## config.mk

```make
export PLATFORM = sky130hd
export DESIGN_NAME = instr_stream_loader
export DESIGN_NICKNAME = d
export VERILOG_FILES = /design/src/rtl/instr_stream_loader.sv
export SDC_FILE = /design/constraint.sdc
export NUM_CORES = 1
export LEC_CHECK = 0
export ABC_AREA = 1
export BUFFER_PORTS_ARGS = -buffer_cell sky130_fd_sc_hd__buf_2
export CORE_UTILIZATION = 50
export DETAILED_ROUTE_END_ITERATION = 7
export PLACE_DENSITY_LB_ADDON = 0.12
export RECOVER_POWER = 100
export SLEW_MARGIN = 10
export SYNTH_ARGS = -nofsm -noshare
export SYNTH_HDL_FRONTEND = slang
export SYNTH_SLANG_ARGS = --single-unit
```

## constraint.sdc

```tcl
create_clock -name sys_clk -period 1.64 [get_ports sys_clk]
set_clock_uncertainty 0.1 [all_clocks]
set_input_delay 0.164 -clock sys_clk [delete_from_list [all_inputs] [get_ports sys_clk]]
set_output_delay 0.164 -clock sys_clk [all_outputs]
set_load 0.02 [all_outputs]
```

## src/rtl/instr_stream_loader.sv

```systemverilog
// Purpose : receives the byte-serial instruction load stream, packs it MSB-first into
//           32-bit words, writes each word to instruction memory, then enables the CPU.
// Latency : a word is written from registered outputs in the cycle after its lane-3 byte
//           is sampled. load_done rises 4*WORDS+1 edges after reset release.
// Backpressure: none. One byte is consumed every cycle while loading, and bytes are
//           ignored once the load is done.
//
// Ports:
//   sys_clk, sys_reset   rising-edge clock, synchronous active-high reset
//   instr_i              load byte, one per clock, no qualifier
//   imem_we/waddr/wdata  single-cycle instruction-memory write port
//   load_done            load complete, CPU run enable, held until reset
//   word_cnt             words written so far
//   chk_o                XOR of every accepted byte
module instr_stream_loader #(
  parameter int WORDS  = 64,
  parameter int ADDR_W = 6
) (
  input  logic              sys_clk,
  input  logic              sys_reset,
  input  logic [7:0]        instr_i,
  output logic              imem_we,
  output logic [ADDR_W-1:0] imem_waddr,
  output logic [31:0]       imem_wdata,
  output logic              load_done,
  output logic [ADDR_W:0]   word_cnt,
  output logic [7:0]        chk_o
);

  // Byte counter: upper bits give the word index and the low two bits give the lane.
  localparam int                BCNT_W     = ADDR_W + 2;
  localparam logic [BCNT_W-1:0] LAST_BYTE  = BCNT_W'(4 * WORDS - 1);
  localparam logic [ADDR_W:0]   WORD_TOTAL = (ADDR_W + 1)'(WORDS);

  typedef enum logic {
    ST_LOAD = 1'b0,
    ST_DONE = 1'b1
  } state_t;

  state_t            state;
  logic [BCNT_W-1:0] byte_cnt;
  logic [23:0]       stage;     // lanes 0..2 of the word being built
  logic [1:0]        lane;

  assign lane = byte_cnt[1:0];

  always_ff @(posedge sys_clk) begin
    if (sys_reset) begin
      state      <= ST_LOAD;
      byte_cnt   <= '0;
      stage      <= '0;
      imem_we    <= 1'b0;
      imem_waddr <= '0;
      imem_wdata <= '0;
      load_done  <= 1'b0;
      word_cnt   <= '0;
      chk_o      <= '0;
    end else begin
      case (state)
        ST_LOAD: begin
          if (word_cnt == WORD_TOTAL) begin
            // The edge after the final write. The memory commits that write
            // on this same edge, so releasing the PC here is safe. The byte
            // on instr_i at this edge is padding and is not accepted.
            state     <= ST_DONE;
            load_done <= 1'b1;
            imem_we   <= 1'b0;
          end else begin
            chk_o <= chk_o ^ instr_i;
            // Hold the counter on the last byte instead of wrapping. word_cnt
            // reaching WORDS is what moves the block into DONE.
            if (byte_cnt != LAST_BYTE) begin
              byte_cnt <= byte_cnt + 1'b1;
            end
            case (lane)
              2'd0: begin
                stage[23:16] <= instr_i;
                imem_we      <= 1'b0;
              end
              2'd1: begin
                stage[15:8] <= instr_i;
                imem_we     <= 1'b0;
              end
              2'd2: begin
                stage[7:0] <= instr_i;
                imem_we    <= 1'b0;
              end
              default: begin
                // The lane-3 byte bypasses staging and completes the word directly.
                imem_wdata <= {stage, instr_i};
                imem_waddr <= byte_cnt[BCNT_W-1:2];
                imem_we    <= 1'b1;
                word_cnt   <= word_cnt + 1'b1;
              end
            endcase
          end
        end
        ST_DONE: begin
          // Address and data hold their last values. Padding bytes are ignored.
          imem_we <= 1'b0;
        end
        default: begin
          state   <= ST_LOAD;
          imem_we <= 1'b0;
        end
      endcase
    end
  end

endmodule
```

# ---- Word level (Yosys, flattened, before mapping)
# Cells that the tools add are included.
dict set report totals {
  out_inout_bits 55
  in_bits 10
  ff_bits 88
}
dict set report op_classes {
  n_reduce_logical 9
  n_bitwise 4
  eq_ne 4
  muxes 5
  addsub 2
}
# operator n
set op_table {}
lappend op_table {{AND reduction 3 bit} 5}
lappend op_table {{adder 8 x 1 -> 8 bit, second input constant} 1}
lappend op_table {{inequality test 8 bit, second input constant} 1}
lappend op_table {{bitwise XOR 8 bit} 1}
lappend op_table {{adder 7 x 1 -> 7 bit, second input constant} 1}
lappend op_table {{== test 7 bit, second input constant} 1}
lappend op_table {{two-way mux 1 bit} 4}
lappend op_table {{AND reduction 2 bit} 2}
lappend op_table {{NOT 1 bit} 3}
lappend op_table {{OR reduction 3 bit} 1}
lappend op_table {{== test 2 x 1 -> 1 bit, second input constant} 1}
lappend op_table {{== test 2 bit, second input constant} 1}
lappend op_table {{logical NOT 2 bit} 1}
lappend op_table {{one-hot mux 1 bit (2 select lines)} 1}

# ---- Longest topological paths before layout
# Gate-level depths: netlist of the first run.
dict set report logic_depth {
  word_depth 5
  mapped_depth 10
}

# ---- Worst setup path after synthesis of the first run
# Ideal clock, no wire load.
dict set report synth_timing {
  path_type {register to register}
  startpoint {register word_cnt[0]}
  endpoint {register stage[15]}
  period_less_slack_ns 1.738
  slack_ns -0.098
  t_required_ns 1.412
  setup_time_ns 0.128
  path_stages_with_launch 10
  t_arrival_ns 1.510
  path_buffers 1
  path_cell_list {dfxtp_1 inv_1 ha_1 nand2_1 inv_1 nand3_4 nand3_1 buf_6 o21ai_0 nor2_1}
}
dict set report synth_via {
  elab_chain_len 3
}
# element line_no
set synth_rtl {}
lappend synth_rtl {{from (decl)} 26} ;# output logic [ADDR_W:0] word_cnt,
lappend synth_rtl {{from (signal assigned)} 93} ;# word_cnt <= word_cnt + 1'b1;
lappend synth_rtl {{== test 7 bit} 61} ;# if (word_cnt == WORD_TOTAL) begin
lappend synth_rtl {{NOT 1 bit (no source line)} n/a}
lappend synth_rtl {{AND reduction 3 bit (no source line)} n/a}
lappend synth_rtl {{to (signal assigned)} 81} ;# stage[15:8] <= instr_i;
lappend synth_rtl {{to (decl)} 42} ;# logic [23:0] stage;
# Every way passes these cells.
# A chain may end at the register's enable or synchronous reset.

# ---- Worst setup path in the final report of the first run
dict set report layout_timing {
  startpoint {register word_cnt[0]}
  endpoint {register stage[22]}
}
# Same word-level chain as after synthesis.

==> flow_summary.json, run 1 <==
{
  "status": "finished with violations",
  "violations": "setup timing",
  "fin_hold_ws_ps": 13.76,
  "clock_path_buffers": 2,
  "htreeDepth": 3,
  "place_hpwl_um": 5408,
  "slowest_delay_ps": 350,
  "drive_above_1_share_pct": 14.59,
  "cts_buffers": 9,
  "area.growth.synth_to_final_pct": 28.97,
  "ys_warn_count": 0,
  "ys_seq_area_share_pct": 46.73,
  "dieWidth_um": 88.83,
  "core_um2": 7253,
  "period_share_pct": 102.8,
  "avgSynthCellArea_um2": 6.793,
  "syn_inst": 555,
  "finalSetupViolations": 1,
  "drtIter0Drc": 178,
  "port_buffers": 64,
  "p_total_w": 0.004564,
  "yosys.area_share.xor_xnor_pct": 2.323,
  "antennaDiodeCount": 0,
  "worst_slack_ps": -46.18,
  "clock-sinks": 88,
  "cp_slowest_cell": "dfxtp_2",
  "final_common_cell": "nand2_1",
  "routed_wl_um": 9487,
  "synthSimpleGateAreaFrac_pct": 31.96,
  "avgViaCountPerCell": 4.688,
  "dieArea_um2": 7891,
  "hp-class": "primary input to flop",
  "grt_pass1_wl_um": 13350,
  "ys_types": 20,
  "cp_top_family": "buffers and inverters",
  "grt_max_degree": 51,
  "critPathRequiredTime_ps": 1770,
  "maxCapViolCount": 0,
  "worst_slew_margin_rel_pct": 76.54,
  "place_inst": 716,
  "cts_tree": "yes",
  "firstDrtPassIters": 5,
  "clk_pin_slew_worst_paths_ps": 90,
  "grt_overflow": 0,
  "cp_num_buf_inv": 4,
  "start_kind": "flop",
  "setup_tns_ps": -46.18,
  "path_max_fanout": 8,
  "tightest_slew_ps": 351.9,
  "power.leakage_nw": 2.398,
  "hold_viol": 0,
  "clk_latency_ps": 350,
  "routedWlPerCell_um": 12.65,
  "ys_top_cells_by_area": "dfxtp_1, nand2_1, nor2_1",
  "instances_no_fill": 750,
  "grt_pass1_vias": 2927,
  "path_cells": "inv_2 > ha_4 > nand2_2 > inv_2 > nand3_4 > buf_4 > nand3_4 > clkbuf_16 > o21ai_0 > nor2_1",
  "syn_area_um2": 3770,
  "start_util_pct": 51.98,
  "grtUsageTotal_pct": 22.15,
  "fin_nets": 663,
  "arrival_ps": 1820,
  "utilization_pct": 67.03,
  "synthMuxAreaShare_pct": 0,
  "num_vias": 3516,
  "synth_top_family_by_area": "simple AND/OR/NAND/NOR gates",
  "power.density_nw_per_um2": 938.7,
  "synth.largest_area_cell": "dfxtp_1",
  "antenna_found_initial": 0,
  "drc": 0,
  "slew_violations": 0,
  "synthAdderAreaFrac_pct": 2.323,
  "ctsRootBufferMaster": "clkbuf_8",
  "critPathKind": "flop to flop",
  "vdd_drop_max_mv": 0.5299,
  "synth_compound_area_share_pct": 5.310,
  "max_freq_ghz": 0.5931,
  "endpoint_kind": "flop",
  "final_antenna_net_count": 0,
  "layout_common_cells": "nand2_1, nor2_1, dfxtp_1",
  "rows": 31,
  "grt_setup_unrepaired": "true",
  "routabilityCongestion": 0.8432,
  "yosysTopAreaCellShare_pct": 46.73,
  "period_needed_ps": 1686,
  "die_h_um": 88.83,
  "ys_seq_elements": 88,
  "syn_nets": 572,
  "ios": 65
}
## cell usage after synthesis
cell / instances
nand2_1: 154
nor2_1: 125
dfxtp_1: 88
inv_1: 80
o21ai_0: 31
nand3_1: 21
xor2_1: 10
a21oi_1: 9
buf_2: 9
clkbuf_1: 8
ha_1: 7
buf_6: 3
clkinv_1: 2
nand4_1: 2
buf_4: 1
inv_2: 1
nand2_2: 1
nand3_2: 1
nand3_4: 1
nor2_2: 1
## worst paths after layout
kind	start	end	slack, ps	depth (start not counted)
max	word_cnt[0]	stage[22]	-50	10
min	instr_i[0]	imem_wdata[0]	10	3
max reg2reg	word_cnt[0]	stage[22]	-50	10
min reg2reg	imem_wdata[3]	imem_wdata[3]	370	2
## registers in the layout (all words and copies together) (netlist names)
| name | flops |
|---|---|
| imem_we | 1 |
| imem_wdata | 32 |
| byte_cnt | 8 |
| chk_o | 8 |
| imem_waddr | 6 |
| stage | 24 |
| state | 1 |
| word_cnt | 7 |
| load_done | 1 |
## layer usage
metal / track usage [%] / vias up / wire (um)
met3: 4.664 / 15 / 533
met4: 7.185 / 0 / 148
met2: 36.36 / 85 / 4568
li1: - / 1836 / -
met1: 29.13 / 1580 / 4237
met5: 0 / - / 0
## kinds of logic after synthesis
logic type,count (synthesis)
and+or+nand+nor,306
buffers and inverters,104
DFF,88
AOI/OAI and AO/OA,40
xor gates and xnor gates,10
adders and majority gates,7
## area by class of cell
cell class	instances	area [um2]
clock buffers	11	141.4
clock inverters	5	38.79
fillers	675	2391
inverters	83	315.3
multi-input cells	365	1755
flip-flops and latches	88	1765
well taps	99	123.9
repair buffers	99	721.9
## power by group
group / switching (W) / internal (W) / leakage (nW)
logic: 0.000484 / 0.000309 / 1.59
clock network: 0.000786 / 0.000604 / 0.0903
registers: 0.0000983 / 0.00228 / 0.720
total: 0.00137 / 0.00320 / 2.40
## stage by stage
stage	setup WS, ps	cell area, um2
6_report	-46.18	4862
5_1_grt	-113.4	4862
4_1_cts	8.683	4498
3_5_place_dp	28.26	4293
3_3_place_gp	86.19	4293
2_1_floorplan	2.805	3772
## worst register-to-register path: cells and delay by family, from the launching register on
kind	cells	cell delay (ps)
flops	1	350
fa+ha+maj	1	150
compound gates	1	230
simple gates	4	320
buf+inv	4	420
## repair_timing
| item | CTS | global route |
|---|---|---|
| pin swaps | 0 | 7 |
| hold buffers | 2 | 0 |
| cloned | 0 | 11 |
| resized for setup | 1 | 56 |
| hold endpoints to repair | 3 | 0 |
| buffers inserted | 0 | 5 |
| setup endpoints to repair | 1 | 74 |
Note: power is estimated with default switching activity, not from simulation.
==> inputs of run 2 (changes only) <==
--- a/config.mk
+++ b/config.mk
@@ -8,6 +8,7 @@
 export ABC_AREA = 1
 export BUFFER_PORTS_ARGS = -buffer_cell sky130_fd_sc_hd__buf_2
 export CORE_UTILIZATION = 50
+export CTS_CLUSTER_DIAMETER = 120
 export DETAILED_ROUTE_END_ITERATION = 7
 export PLACE_DENSITY_LB_ADDON = 0.12
 export RECOVER_POWER = 100
==> constraint.sdc (replaced) <==
create_clock -name sys_clk -period 1.5 [get_ports sys_clk]
set_clock_uncertainty 0.1 [all_clocks]
set_input_delay 0.15 -clock sys_clk [delete_from_list [all_inputs] [get_ports sys_clk]]
set_output_delay 0.15 -clock sys_clk [all_outputs]
set_load 0.02 [all_outputs]
==> run 2 against run 1 <==
- the flow still finishes with violations (setup timing)
- final cell count rose by 0.93%
- hold slack improved by 9.9 ps
- cell area is 1.8% higher
==> flow_summary.json, run 2 (synthesis results as in run 1) <==
{
  "drive_above_1_share_pct": 19.30,
  "hp-class": "primary input to flop",
  "violations": "setup timing",
  "grt_setup_unrepaired": "true",
  "start_kind": "flop",
  "firstDrtPassIters": 4,
  "slew_violations": 0,
  "p_total_w": 0.005165,
  "startpoint": "word_cnt[0]",
  "cts_buffers": 9,
  "ff2ff_setup_slack_ps": -40,
  "core_um2": 7253,
  "clock_path_buffers": 2,
  "antenna_found_initial": 0,
  "grt_max_degree": 35,
  "final_antenna_net_count": 0,
  "start_util_pct": 51.98,
  "slowest_delay_ps": 370,
  "r2r_start": "word_cnt[0]",
  "place_hpwl_um": 5595,
  "reg.largest.list": "imem_wdata x32, stage x24",
  "grt_pass1_wl_um": 13210,
  "layout_common_cells": "nand2_1, nor2_1, dfxtp_1",
  "htreeDepth": 3,
  "area.growth.synth_to_final_pct": 31.30,
  "max_freq_ghz": 0.6487,
  "fillCellCount": 665,
  "drtIter0Drc": 216,
  "fin_hold_ws_ps": 23.70,
  "routedWlPerCell_um": 12.16,
  "cp-endpoint": "byte_cnt[7]",
  "clock-sinks": 88,
  "cts_tree": "yes",
  "critPathKind": "flop to flop",
  "clk_pin_slew_worst_paths_ps": 90,
  "hold_viol": 0,
  "drc": 0,
  "vdd_drop_max_mv": 0.5613,
  "tightest_slew_ps": 368.1,
  "r2r-end": "byte_cnt[7]",
  "clk_latency_ps": 360,
  "endpoint_kind": "flop",
  "avgViaCountPerCell": 4.645,
  "reg2regPathDepth": 10,
  "grtUsageTotal_pct": 22.32,
  "antennaDiodeCount": 0,
  "rows": 31,
  "dieArea_um2": 7891,
  "grt_overflow": 0,
  "power.density_nw_per_um2": 1043,
  "routabilityCongestion": 0.7872,
  "port_buffers": 64,
  "status": "finished with violations",
  "worst_slew_margin_rel_pct": 75.46,
  "power.leakage_nw": 2.447,
  "cp_top_family": "simple AND/OR/NAND/NOR gates",
  "routed_wl_um": 9202,
  "num_vias": 3516,
  "ctsRootBufferMaster": "clkbuf_8",
  "ios": 65,
  "final_common_cell": "nand2_1",
  "cp_num_buf_inv": 4,
  "utilization_pct": 68.24,
  "arrival_ps": 1690,
  "fin_nets": 670,
  "period_needed_ps": 1542,
  "largest_reg_flops": 32,
  "grt_pass1_vias": 2726,
  "cp.depth": 10,
  "die_h_um": 88.83,
  "path_cells": "inv_4 > ha_4 > nand2_2 > inv_2 > nand3_4 > buf_12 > nand3_4 > buf_6 > nor2_1 > nor2_1",
  "cp_slowest_cell": "dfxtp_4",
  "critPathRequiredTime_ps": 1650,
  "maxCapViolCount": 0,
  "period_share_pct": 102.8,
  "finalSetupViolations": 35,
  "worst_slack_ps": -41.59,
  "dieWidth_um": 88.83,
  "largest-register": "imem_wdata",
  "path_max_fanout": 6
}
-- run 2: layout make-up --
cell class                 instances  area, um2  share of cell area [%]
multi-input combinational        368       1876                   37.89
sequential                        88       1770                   35.77
timing repair buffer             103      651.9                   13.17
inverter                          83      319.1                   6.446
clock buffer                       9      123.9                   2.503
tap                               99      123.9                   2.503
clock inverter                     7      85.08                   1.719
-- run 2: power breakdown --
group	total, W	switching, W	internal (W)
combinational	0.000850	0.000534	0.000315
sequential	0.00259	0.0000984	0.00249
clock	0.00172	0.000918	0.000805
total	0.00517	0.00155	0.00361
-- run 2: worst min-delay path by stage --
stage | from | endpoint | cells past startpoint
2_1_floorplan | instr_i[0] | imem_wdata[0] | 2
5_1_grt | instr_i[2] | imem_wdata[2] | 3
6_report | instr_i[5] | imem_wdata[5] | 3
4_1_cts | instr_i[5] | imem_wdata[5] | 3
3_3_place_gp | sys_reset | imem_we | 2
3_5_place_dp | sys_reset | imem_we | 2
-- run 2: layer usage --
metal	vias up	share of wire (%)	GRT usage, %
met4	0	0.71	9.238
met1	1579	47	30.97
met5	-	0	0
met3	6	5.0	4.104
met2	68	48	34.13
li1	1863	-	-
-- run 2: timing repair --
item	4_1_cts	5_1_grt
gates cloned	2	6
hold buffers	5	0
setup buffers	3	3
pin swaps	4	8
setup endpoints to repair	52	84
endpoints found under the hold margin	5	0
gates resized for setup	13	49
-- run 2: per-stage QoR --
stage | area [um2] | setup slack, ps | TNS, ps | std cells
after CTS | 4760 | -10.90 | -67.41 | 748
final | 4950 | -41.59 | -694.8 | 757
after detailed placement | 4400 | -55.01 | -413.8 | 722
after global routing | 4950 | -135.9 | -6606 | 757
after floorplan | 3867 | 0.9845 | 0 | 555
after global placement | 4400 | -14.01 | -14.01 | 722
-- run 2: worst register-to-register path, delay by kind of cell, from the launching register on --
kind                       cells  cell delay, ps
DFF                            1             370
adders and majority gates      1             140
and+or+nand+nor                5             430
buffers and inverters          4             400
